File: src/rtl/tow_referee_pkg.sv
// Shared types and constants for the tug-of-war referee: FSM states,
// score width and active-low 7-segment digit patterns (bit 0 = seg a).
package tow_pkg;

  localparam int SCORE_W = 4;

  typedef enum logic [1:0] {
    PLAY       = 2'd0,
    ROUND_END  = 2'd1,
    MATCH_OVER = 2'd2
  } ref_state_t;

  localparam logic [6:0] SEG_0     = 7'h40;
  localparam logic [6:0] SEG_1     = 7'h79;
  localparam logic [6:0] SEG_2     = 7'h24;
  localparam logic [6:0] SEG_3     = 7'h30;
  localparam logic [6:0] SEG_4     = 7'h19;
  localparam logic [6:0] SEG_5     = 7'h12;
  localparam logic [6:0] SEG_6     = 7'h02;
  localparam logic [6:0] SEG_7     = 7'h78;
  localparam logic [6:0] SEG_8     = 7'h00;
  localparam logic [6:0] SEG_9     = 7'h10;
  localparam logic [6:0] SEG_BLANK = 7'h7F;

endpackage

File: src/rtl/tow_referee_if.sv
// Signal bundle between the playfield/keys side (master) and the referee (slave).
interface tow_referee_if;
  import tow_pkg::*;

  logic               L;
  logic               R;
  logic               leftEnd;
  logic               rightEnd;
  logic               restart;
  logic [SCORE_W-1:0] leftScore;
  logic [SCORE_W-1:0] rightScore;
  logic               leftWins;
  logic               rightWins;
  logic [6:0]         leftHex;
  logic [6:0]         rightHex;

  modport master (
    output L, R, leftEnd, rightEnd,
    input  restart, leftScore, rightScore, leftWins, rightWins, leftHex, rightHex
  );

  modport slave (
    input  L, R, leftEnd, rightEnd,
    output restart, leftScore, rightScore, leftWins, rightWins, leftHex, rightHex
  );
endinterface

File: src/rtl/seg7_digit.sv
// Combinational decode of a 4-bit value to an active-low 7-segment pattern;
// values above 9 blank the digit.
module seg7_digit
  import tow_pkg::*;
(
  input  logic [SCORE_W-1:0] i_value,
  output logic [6:0]         o_seg
);

  always_comb begin
    o_seg = SEG_BLANK;
    case (i_value)
      4'd0:    o_seg = SEG_0;
      4'd1:    o_seg = SEG_1;
      4'd2:    o_seg = SEG_2;
      4'd3:    o_seg = SEG_3;
      4'd4:    o_seg = SEG_4;
      4'd5:    o_seg = SEG_5;
      4'd6:    o_seg = SEG_6;
      4'd7:    o_seg = SEG_7;
      4'd8:    o_seg = SEG_8;
      4'd9:    o_seg = SEG_9;
      default: o_seg = SEG_BLANK;
    endcase
  end

endmodule

File: src/rtl/tow_referee.sv
// Tug-of-war scoring and round control: awards points when the lit end light
// is pushed off, pulses restart to the playfield and freezes the match on a win.
module tow_referee
  import tow_pkg::*;
#(
  parameter int unsigned WIN_SCORE = 7
) (
  input  logic          Clock,
  input  logic          Reset,
  tow_referee_if.slave  bus
);

  localparam logic [SCORE_W-1:0] WIN_VAL = SCORE_W'(WIN_SCORE);

  ref_state_t         r_state, w_state_next;
  logic [SCORE_W-1:0] r_left_score, w_left_score_next;
  logic [SCORE_W-1:0] r_right_score, w_right_score_next;
  logic               r_left_wins, w_left_wins_next;
  logic               r_right_wins, w_right_wins_next;
  logic               w_left_pt, w_right_pt;
  logic [SCORE_W-1:0] w_left_inc, w_right_inc;

  // The key terms are mutually exclusive, so at most one point fires per cycle.
  assign w_left_pt   = bus.leftEnd  & bus.L & ~bus.R;
  assign w_right_pt  = bus.rightEnd & bus.R & ~bus.L;
  assign w_left_inc  = r_left_score  + 1'b1;
  assign w_right_inc = r_right_score + 1'b1;

  always_ff @(posedge Clock or posedge Reset) begin
    if (Reset) begin
      r_state       <= PLAY;
      r_left_score  <= '0;
      r_right_score <= '0;
      r_left_wins   <= 1'b0;
      r_right_wins  <= 1'b0;
    end else begin
      r_state       <= w_state_next;
      r_left_score  <= w_left_score_next;
      r_right_score <= w_right_score_next;
      r_left_wins   <= w_left_wins_next;
      r_right_wins  <= w_right_wins_next;
    end
  end

  always_comb begin
    w_state_next       = r_state;
    w_left_score_next  = r_left_score;
    w_right_score_next = r_right_score;
    w_left_wins_next   = r_left_wins;
    w_right_wins_next  = r_right_wins;
    case (r_state)
      PLAY: begin
        if (w_left_pt) begin
          w_left_score_next = w_left_inc;
          if (w_left_inc == WIN_VAL) begin
            w_left_wins_next = 1'b1;
            w_state_next     = MATCH_OVER;
          end else begin
            w_state_next = ROUND_END;
          end
        end else if (w_right_pt) begin
          w_right_score_next = w_right_inc;
          if (w_right_inc == WIN_VAL) begin
            w_right_wins_next = 1'b1;
            w_state_next      = MATCH_OVER;
          end else begin
            w_state_next = ROUND_END;
          end
        end
      end
      ROUND_END:  w_state_next = PLAY;
      MATCH_OVER: w_state_next = MATCH_OVER;
      default:    w_state_next = PLAY;
    endcase
  end

  assign bus.restart    = (r_state != PLAY);
  assign bus.leftScore  = r_left_score;
  assign bus.rightScore = r_right_score;
  assign bus.leftWins   = r_left_wins;
  assign bus.rightWins  = r_right_wins;

  seg7_digit u_left_hex (
    .i_value (r_left_score),
    .o_seg   (bus.leftHex)
  );

  seg7_digit u_right_hex (
    .i_value (r_right_score),
    .o_seg   (bus.rightHex)
  );

endmodule

File: src/flat_wrapper.sv
// flat-port wrapper written by rule: the top's interface ports become plain ports
module tow_referee_flat import tow_pkg::*;
#(
  parameter int unsigned WIN_SCORE = 7
)
  (Clock, Reset, bus_L, bus_R, bus_leftEnd, bus_rightEnd, bus_restart, bus_leftScore, bus_rightScore, bus_leftWins, bus_rightWins, bus_leftHex, bus_rightHex);
  tow_referee_if bus_i ();
  input  logic Clock;
  input  logic Reset;
  input wire logic [$bits(bus_i.L)-1:0] bus_L;
  input wire logic [$bits(bus_i.R)-1:0] bus_R;
  input wire logic [$bits(bus_i.leftEnd)-1:0] bus_leftEnd;
  input wire logic [$bits(bus_i.rightEnd)-1:0] bus_rightEnd;
  output wire logic [$bits(bus_i.restart)-1:0] bus_restart;
  output wire logic [$bits(bus_i.leftScore)-1:0] bus_leftScore;
  output wire logic [$bits(bus_i.rightScore)-1:0] bus_rightScore;
  output wire logic [$bits(bus_i.leftWins)-1:0] bus_leftWins;
  output wire logic [$bits(bus_i.rightWins)-1:0] bus_rightWins;
  output wire logic [$bits(bus_i.leftHex)-1:0] bus_leftHex;
  output wire logic [$bits(bus_i.rightHex)-1:0] bus_rightHex;
  assign bus_i.L = bus_L;
  assign bus_i.R = bus_R;
  assign bus_i.leftEnd = bus_leftEnd;
  assign bus_i.rightEnd = bus_rightEnd;
  assign bus_restart = bus_i.restart;
  assign bus_leftScore = bus_i.leftScore;
  assign bus_rightScore = bus_i.rightScore;
  assign bus_leftWins = bus_i.leftWins;
  assign bus_rightWins = bus_i.rightWins;
  assign bus_leftHex = bus_i.leftHex;
  assign bus_rightHex = bus_i.rightHex;
  tow_referee #(.WIN_SCORE(WIN_SCORE)) u_core (.Clock(Clock), .Reset(Reset), .bus(bus_i));
endmodule
File: config.mk
export PLATFORM = sky130hd
export DESIGN_NAME = tow_referee_flat
export DESIGN_NICKNAME = d
export VERILOG_FILES = /design/src/rtl/tow_referee_pkg.sv /design/src/rtl/tow_referee_if.sv /design/src/rtl/seg7_digit.sv /design/src/rtl/tow_referee.sv /design/src/flat_wrapper.sv
export SDC_FILE = /design/constraint.sdc
export NUM_CORES = 1
export LEC_CHECK = 0
export BUFFER_PORTS_ARGS = -buffer_cell sky130_fd_sc_hd__buf_2
export CAP_MARGIN = 20
export CORE_MARGIN = 5
export CORE_UTILIZATION = 57
export CTS_BUF_LIST = sky130_fd_sc_hd__clkbuf_2 sky130_fd_sc_hd__clkbuf_4 sky130_fd_sc_hd__clkbuf_8
export CTS_CLUSTER_DIAMETER = 30
export DETAILED_ROUTE_END_ITERATION = 12
export PLACE_DENSITY = 0.93
export SKIP_CTS_REPAIR_TIMING = 1
export SLEW_MARGIN = 40
export SYNTH_ARGS = -nofsm -noshare
export SYNTH_HDL_FRONTEND = slang
export SYNTH_HIERARCHICAL = 1
export SYNTH_SLANG_ARGS = --single-unit
File: constraint.sdc
create_clock -name Clock -period 3.6 [get_ports Clock]
set_input_delay 0.36 -clock Clock [delete_from_list [all_inputs] [get_ports Clock]]
set_output_delay 0.36 -clock Clock [all_outputs]
set_load 0.05 [all_outputs]
==> parameters.txt, run 1 <==
Parameter                              Value

Routing
  Via Count    slightly above 900
  WL per Instance    12.2 um
  Average via count per standard cell    approximately 5.2
  Sum of routed wire length over all layers    2190 um
  Final ANT Viol Nets    0
  Iter 0 DRT Violations    26
  Drc violations    0
  Length of the first detailed-routing pass in iterations    4

Setup path
  CP endpoint kind    primary output
  Critical Path Fanout Max    13
  Crit path buffers/inverters    2
  RR Startpoint    u_core/bus.leftScore[1]
  Crit path launch type    flop
  Cell chain of the critical path    inv_1 -> ha_1 -> or2_1 -> a21oi_2 -> a31oi_1 -> buf_2
  Maximum cell stage delay along the critical path    0.56 ns
  Crit path kind    reg2out
  Worst path top cell family by delay    flip-flops
  Arrival @ worst endpoint    1.85 ns
  Launching element of the worst setup path    u_core/bus.rightScore[1]
  Required arrival time at the worst endpoint    3.24 ns
  Slowest stage cell on the critical path    sky130_fd_sc_hd__dfrtp_1

STA
  Number of setup violations in the final report    0
  Max Clock Freq    around 0.45 GHz
  Fin worst setup slack    1.39 ns
  Setup repair after global routing missed its margin    false
  Worst max-slew margin expressed relative to the limit    0.671
  Final critical-path share of the clock period    0.615
  Setup TNS    0 ns
  Minimum clock period after layout    around 2.2 ns
  Transition time at the pin with the least slew margin    between 0.4 and 0.5 ns
  Count of pins over their slew limit    0
  Final setup skew    approximately 0.0043 ns
  Final Hold Vio Count    0

CTS
  Clock tree from TritonCTS    yes
  Count of clock tree sinks    12
  Clock latency on the worst-skew pair    between 0.2 and 0.3 ns
  CTS H-tree lvls    1
  Clk buf depth    2
  CTS clk-pin slew, worst paths    roughly 0.07 ns
  Master cell of the clock root buffer    sky130_fd_sc_hd__clkbuf_4
  Clock buffers created by TritonCTS    3

Synth
  Cells after synthesis    125
  Synthesized net count    about 150
  Number of flip-flops and latches in the synthesized netlist    12
  Yosys Warn Count    6
  Avg Cell Area, Syn    8.45 um2
  Sequential element share of the synthesized area    0.284
  Number of enable-type register cells in the synthesized netlist    0
  Primary FF master, synth    sky130_fd_sc_hd__dfrtp_1
  Async set-or-reset flop fraction in the synthesized netlist    1.00
  Count of distinct cell types in the synthesized netlist    31
  Post-Synthesis Cell Area    1060 um2

Layout
  Area occupied by registers    300 um2
  Relative area change from synthesis to final layout    16.2%
  Fillers    ~150
  Proportion of layout cells with a drive suffix above 1    0.253
  Layout Cell Area excl Fill    1230 um2
  Antenna Cells    0
  Final Net Count    176
  Area of the multi-input gates    682 um2

Placed design
  Detailed Place HPWL    around 1700 um
  Count of input and output buffers    30
  Routability cong.    0.828
  Worst Setup Slack post-DPL    1.68 ns
  Post-detailed-placement cell area    1200 um2

Floorplan
  I/O pin count    31
  Overall die width    approximately 53 um
  Initial Util    0.605
  Area of the die    roughly 2800 um2
  Die H    53.0 um
  # rows    15
  Standard cell core area    1750 um2

GRT
  Initial antenna violation count    0
  Via count of the first global-routing pass    866
  First-pass GRT wire length    ~3800 um
  Total global-route track usage    0.176
  Largest net degree at the start of global routing    17
  Aggregate global routing overflow    0

Min path
  Kind of path behind the tightest hold check    in2async

Status
  Outcome    complete, no violations

Job
  Max-capacitance violation count    0
-- layout by cell type, fill, tap and decap left out, drive strengths merged --
cell,n
nand3b,1
or3b,1
dfrtp,12
ha,14
a21boi,1
or2b,2
a21o,1
xnor2,6
nor4bb,1
clkbuf,3
nand3,2
nand2b,9
nor3,2
buf,30
o21a,1
or2,4
a21oi,7
inv,11
a31o,1
and3b,1
a211oi,1
o41ai,1
nor2,13
nand2,9
nand4,2
o21bai,1
o21ai,14
a31oi,3
-- routing by layer --
metal	share of wire	GRT usage
met5	0	0
met4	0.0036	0.0553
met3	0.042	0.0197
met2	0.49	0.295
met1	0.46	0.235
-- final timing paths --
| path | cells after the start | slack [ns] | end |
|---|---|---|---|
| max in group asynchronous | 2 | 3.16 | u_core/r_state[0] |
| max reg2reg | 5 | 1.86 | u_core/r_state[1] |
| min in group Clock | 1 | 0.43 | u_core/r_state[1] |
| min reg2reg | 1 | 0.43 | u_core/r_state[1] |
| max | 6 | 1.39 | bus_rightHex[3] |
| min | 2 | 0.10 | u_core/bus.leftWins |
-- through the flow --
step / utilization / hold slack [ns] / instances
3_3_place_gp: 0.690 / 0.379 / 176
2_1_floorplan: - / 0.225 / 125
5_1_grt: 0.703 / 0.145 / 179
3_5_place_dp: 0.690 / 0.394 / 176
6_report: 0.703 / 0.103 / 179
4_1_cts: 0.703 / 0.108 / 179
-- synthesized netlist by cell type, types with 3 or more instances --
cell                       count  area, um2
sky130_fd_sc_hd__o21ai_0      14       70.1
sky130_fd_sc_hd__nand2b_1      9       56.3
sky130_fd_sc_hd__nand2_1       9       33.8
sky130_fd_sc_hd__dfrtp_1      12        300
sky130_fd_sc_hd__or2_1         3       18.8
sky130_fd_sc_hd__inv_1        11       41.3
sky130_fd_sc_hd__a21oi_1       5       25.0
sky130_fd_sc_hd__xnor2_1       6       52.6
sky130_fd_sc_hd__a31oi_1       3       18.8
sky130_fd_sc_hd__ha_1         14        175
sky130_fd_sc_hd__nor2_1       13       48.8
-- state kept, by name, summed over array words and instances (netlist names) --
name	flops
u_core/bus.rightScore	4
u_core/bus.leftScore	4
u_core/r_state	2
u_core/bus.rightWins	1
u_core/bus.leftWins	1
-- logic make-up after synthesis --
kind of cell / after synthesis / share of synthesized area
buffers and inverters: 15 / 0.0699
and+or+nand+nor: 47 / 0.246
DFF: 12 / 0.284
AOI/OAI and AO/OA: 31 / 0.184
xor gates and xnor gates: 6 / 0.0498
adders and majority gates: 14 / 0.166
-- final cells by class --
cell class              count  area share
multi-input cells          98       0.556
flip-flops and latches     12       0.245
repair buffers             30       0.122
inverters                  11      0.0336
well taps                  25      0.0255
clock buffers               3      0.0183
Power of run 1 is left out: the tool's default activity adds up to more than one toggle a clock period on the data nets, which glitch-free logic cannot reach.
==> inputs of run 2 (changes only) <==
CORE_UTILIZATION = 53   (was 57)
PLACE_DENSITY = 0.88   (was 0.93)
clock period = 2.11 ns   (was 3.6 ns; I/O delays follow)
==> run 2 against run 1 <==
Worst hold slack improved by 0.20 ns. Via count increased by 0.21%. Die area increased by 6.1%. Non-clock buffer count increased by 1. Register-to-register slack got worse by 1.4 ns. Critical path depth unchanged. Cell count increased by 1.7%. Sequential share of layout area decreased by 0.50 points. Count of clock-buffer cells in the layout unchanged. Sequential cell count unchanged. Critical path type unchanged. Largest cell class unchanged.
==> parameters.txt, run 2 (same netlist as run 1, synthesis figures left out) <==
Parameter                              Value

CTS
  Master cell of the clock root buffer    sky130_fd_sc_hd__clkbuf_4 (unchanged)
  Clock tree from TritonCTS    yes (unchanged)
  Count of clock tree sinks    12 (unchanged)
  Clk buf depth    2 (unchanged)
  CTS clk-pin slew, worst paths    0.07 ns (about the same)
  CTS H-tree lvls    1 (unchanged)
  Clock buffers created by TritonCTS    3 (unchanged)
  Clock latency on the worst-skew pair    0.27 ns (was 0.26 ns)

Routing
  Top routing layer used    met4 (unchanged)
  Length of the first detailed-routing pass in iterations    4 (unchanged)
  Final ANT Viol Nets    0 (unchanged)
  Via Count    937 (was 935)
  Iter 0 DRT Violations    10 (was 26)
  Met2 layer wire length in the routed design    1120 um (was 1090 um)
  Met1 routed wirelength after detailed routing    956 um (was 1010 um)
  Drc violations    0 (unchanged)
  Sum of routed wire length over all layers    2220 um (was 2190 um)
  Total met3 wirelength after detailed routing    135 um (was 91 um)
  WL per Instance    12.2 um (about the same)
  Average via count per standard cell    5.15 (was 5.22)

STA
  Worst max-slew margin expressed relative to the limit    0.677 (was 0.671)
  Setup repair after global routing missed its margin    false (unchanged)
  Final critical-path share of the clock period    0.939
  Number of setup violations in the final report    0 (unchanged)
  Final Hold Vio Count    0 (unchanged)
  Max Clock Freq    0.505 GHz
  Final setup skew    0.00625 ns (was 0.00433 ns)
  Transition time at the pin with the least slew margin    0.484 ns (was 0.493 ns)
  Minimum clock period after layout    1.98 ns
  Count of pins over their slew limit    0 (unchanged)
  Fin worst setup slack    0.129 ns (was 1.39 ns)

Layout
  Highest-count cells in the layout ignoring fill and taps    sky130_fd_sc_hd__buf_2 (30), sky130_fd_sc_hd__ha_1 (14), sky130_fd_sc_hd__inv_1 (11), sky130_fd_sc_hd__nor2_1 (11), sky130_fd_sc_hd__dfrtp_1 (10) (was sky130_fd_sc_hd__buf_2 (30), sky130_fd_sc_hd__o21ai_0 (14), sky130_fd_sc_hd__ha_1 (14))
  Final core area utilization    0.658 (was 0.703)
  Antenna Cells    0 (unchanged)
  Proportion of layout cells with a drive suffix above 1    0.297 (was 0.253)
  Layout Cell Area excl Fill    1260 um2 (was 1230 um2)
  Final Net Count    177 (was 176)
  Most frequent standard cell in the layout excluding fill and tap cells    sky130_fd_sc_hd__buf_2 (unchanged)
  Relative area change from synthesis to final layout    19.7% (was 16.2%)

Floorplan
  Standard cell core area    1920 um2 (was 1750 um2)
  # rows    16 (was 15)
  Initial Util    0.549 (was 0.605)
  Die H    54.6 um (was 53.0 um)
  I/O pin count    31 (unchanged)
  Overall die width    54.6 um (was 53.0 um)
  Area of the die    2980 um2 (was 2810 um2)

Setup path
  Arrival @ worst endpoint    1.77 ns (was 1.85 ns)
  CP endpoint kind    primary output (unchanged)
  Crit path kind    reg2out (unchanged)
  Required arrival time at the worst endpoint    1.90 ns (was 3.24 ns)
  Crit path launch type    flop (unchanged)
  Critical Path Fanout Max    13 (unchanged)

Placed design
  Detailed Place HPWL    1760 um (was 1680 um)
  Count of input and output buffers    30 (unchanged)
  Post-detailed-placement cell area    1230 um2 (was 1200 um2)
  Worst Setup Slack post-DPL    0.294 ns (was 1.68 ns)
  Routability cong.    0.708 (was 0.828)

GRT
  Initial antenna violation count    0 (unchanged)
  First-pass GRT wire length    3870 um (was 3770 um)
  Total global-route track usage    0.176 (about the same)
  Aggregate global routing overflow    0 (unchanged)
  Via count of the first global-routing pass    919 (was 866)
  Largest net degree at the start of global routing    17 (unchanged)

Min path
  Kind of path behind the tightest hold check    in2reg (was in2async)

Job
  Max-capacitance violation count    0 (unchanged)

Status
  Outcome    complete, no violations (unchanged)
==> run 2: path summary, 6_finish.rpt <==
| path | start | to | slack [ns] | depth (start not counted) |
|---|---|---|---|---|
| max reg2reg | u_core/bus.leftScore[0] | u_core/r_state[1] | 0.42 | 5 |
| min | bus_R | u_core/bus.leftScore[0] | 0.31 | 3 |
| max in group asynchronous | Reset | u_core/bus.leftScore[1] | 1.28 | 3 |
| max | u_core/bus.rightScore[1] | bus_rightHex[3] | 0.13 | 6 |
| min reg2reg | u_core/r_state[0] | u_core/r_state[1] | 0.43 | 1 |
| min in group asynchronous | Reset | u_core/bus.rightScore[2] | 0.49 | 3 |
==> run 2: layout make-up <==
| type | instances | area [um2] |
|---|---|---|
| clock buffer | 3 | 22.5 |
| fill | 189 | 658 |
| inverter | 11 | 41.3 |
| multi-input combinational | 98 | 703 |
| sequential | 12 | 303 |
| tap | 27 | 33.8 |
| timing repair buffer | 31 | 160 |
==> run 2: worst max-delay path: stages, from the launching register on <==
cell,delay (ns)
sky130_fd_sc_hd__dfrtp_2,0.49
sky130_fd_sc_hd__inv_1,0.12
sky130_fd_sc_hd__ha_1,0.19
sky130_fd_sc_hd__or2_1,0.24
sky130_fd_sc_hd__a21oi_2,0.19
sky130_fd_sc_hd__a31oi_2,0.05
sky130_fd_sc_hd__buf_2,0.24
==> run 2: metal layers <==
| metal | global-route usage | up-vias |
|---|---|---|
| met5 | 0 | - |
| met4 | 0.0290 | 0 |
| met3 | 0.0518 | 2 |
| met2 | 0.311 | 24 |
| met1 | 0.210 | 429 |
| li1 | - | 482 |
==> run 2: metrics by stage <==
stage / hold WS [ns] / std cells / setup TNS [ns]
after floorplan: 0.0757 / 125 / -0.155
after global placement: 0.232 / 178 / 0
after detailed placement: 0.242 / 178 / 0
after CTS: -0.0506 / 181 / -0.0112
after global routing: 0.314 / 182 / 0
final: 0.306 / 182 / 0
Power of run 2 is left out for the same reason.
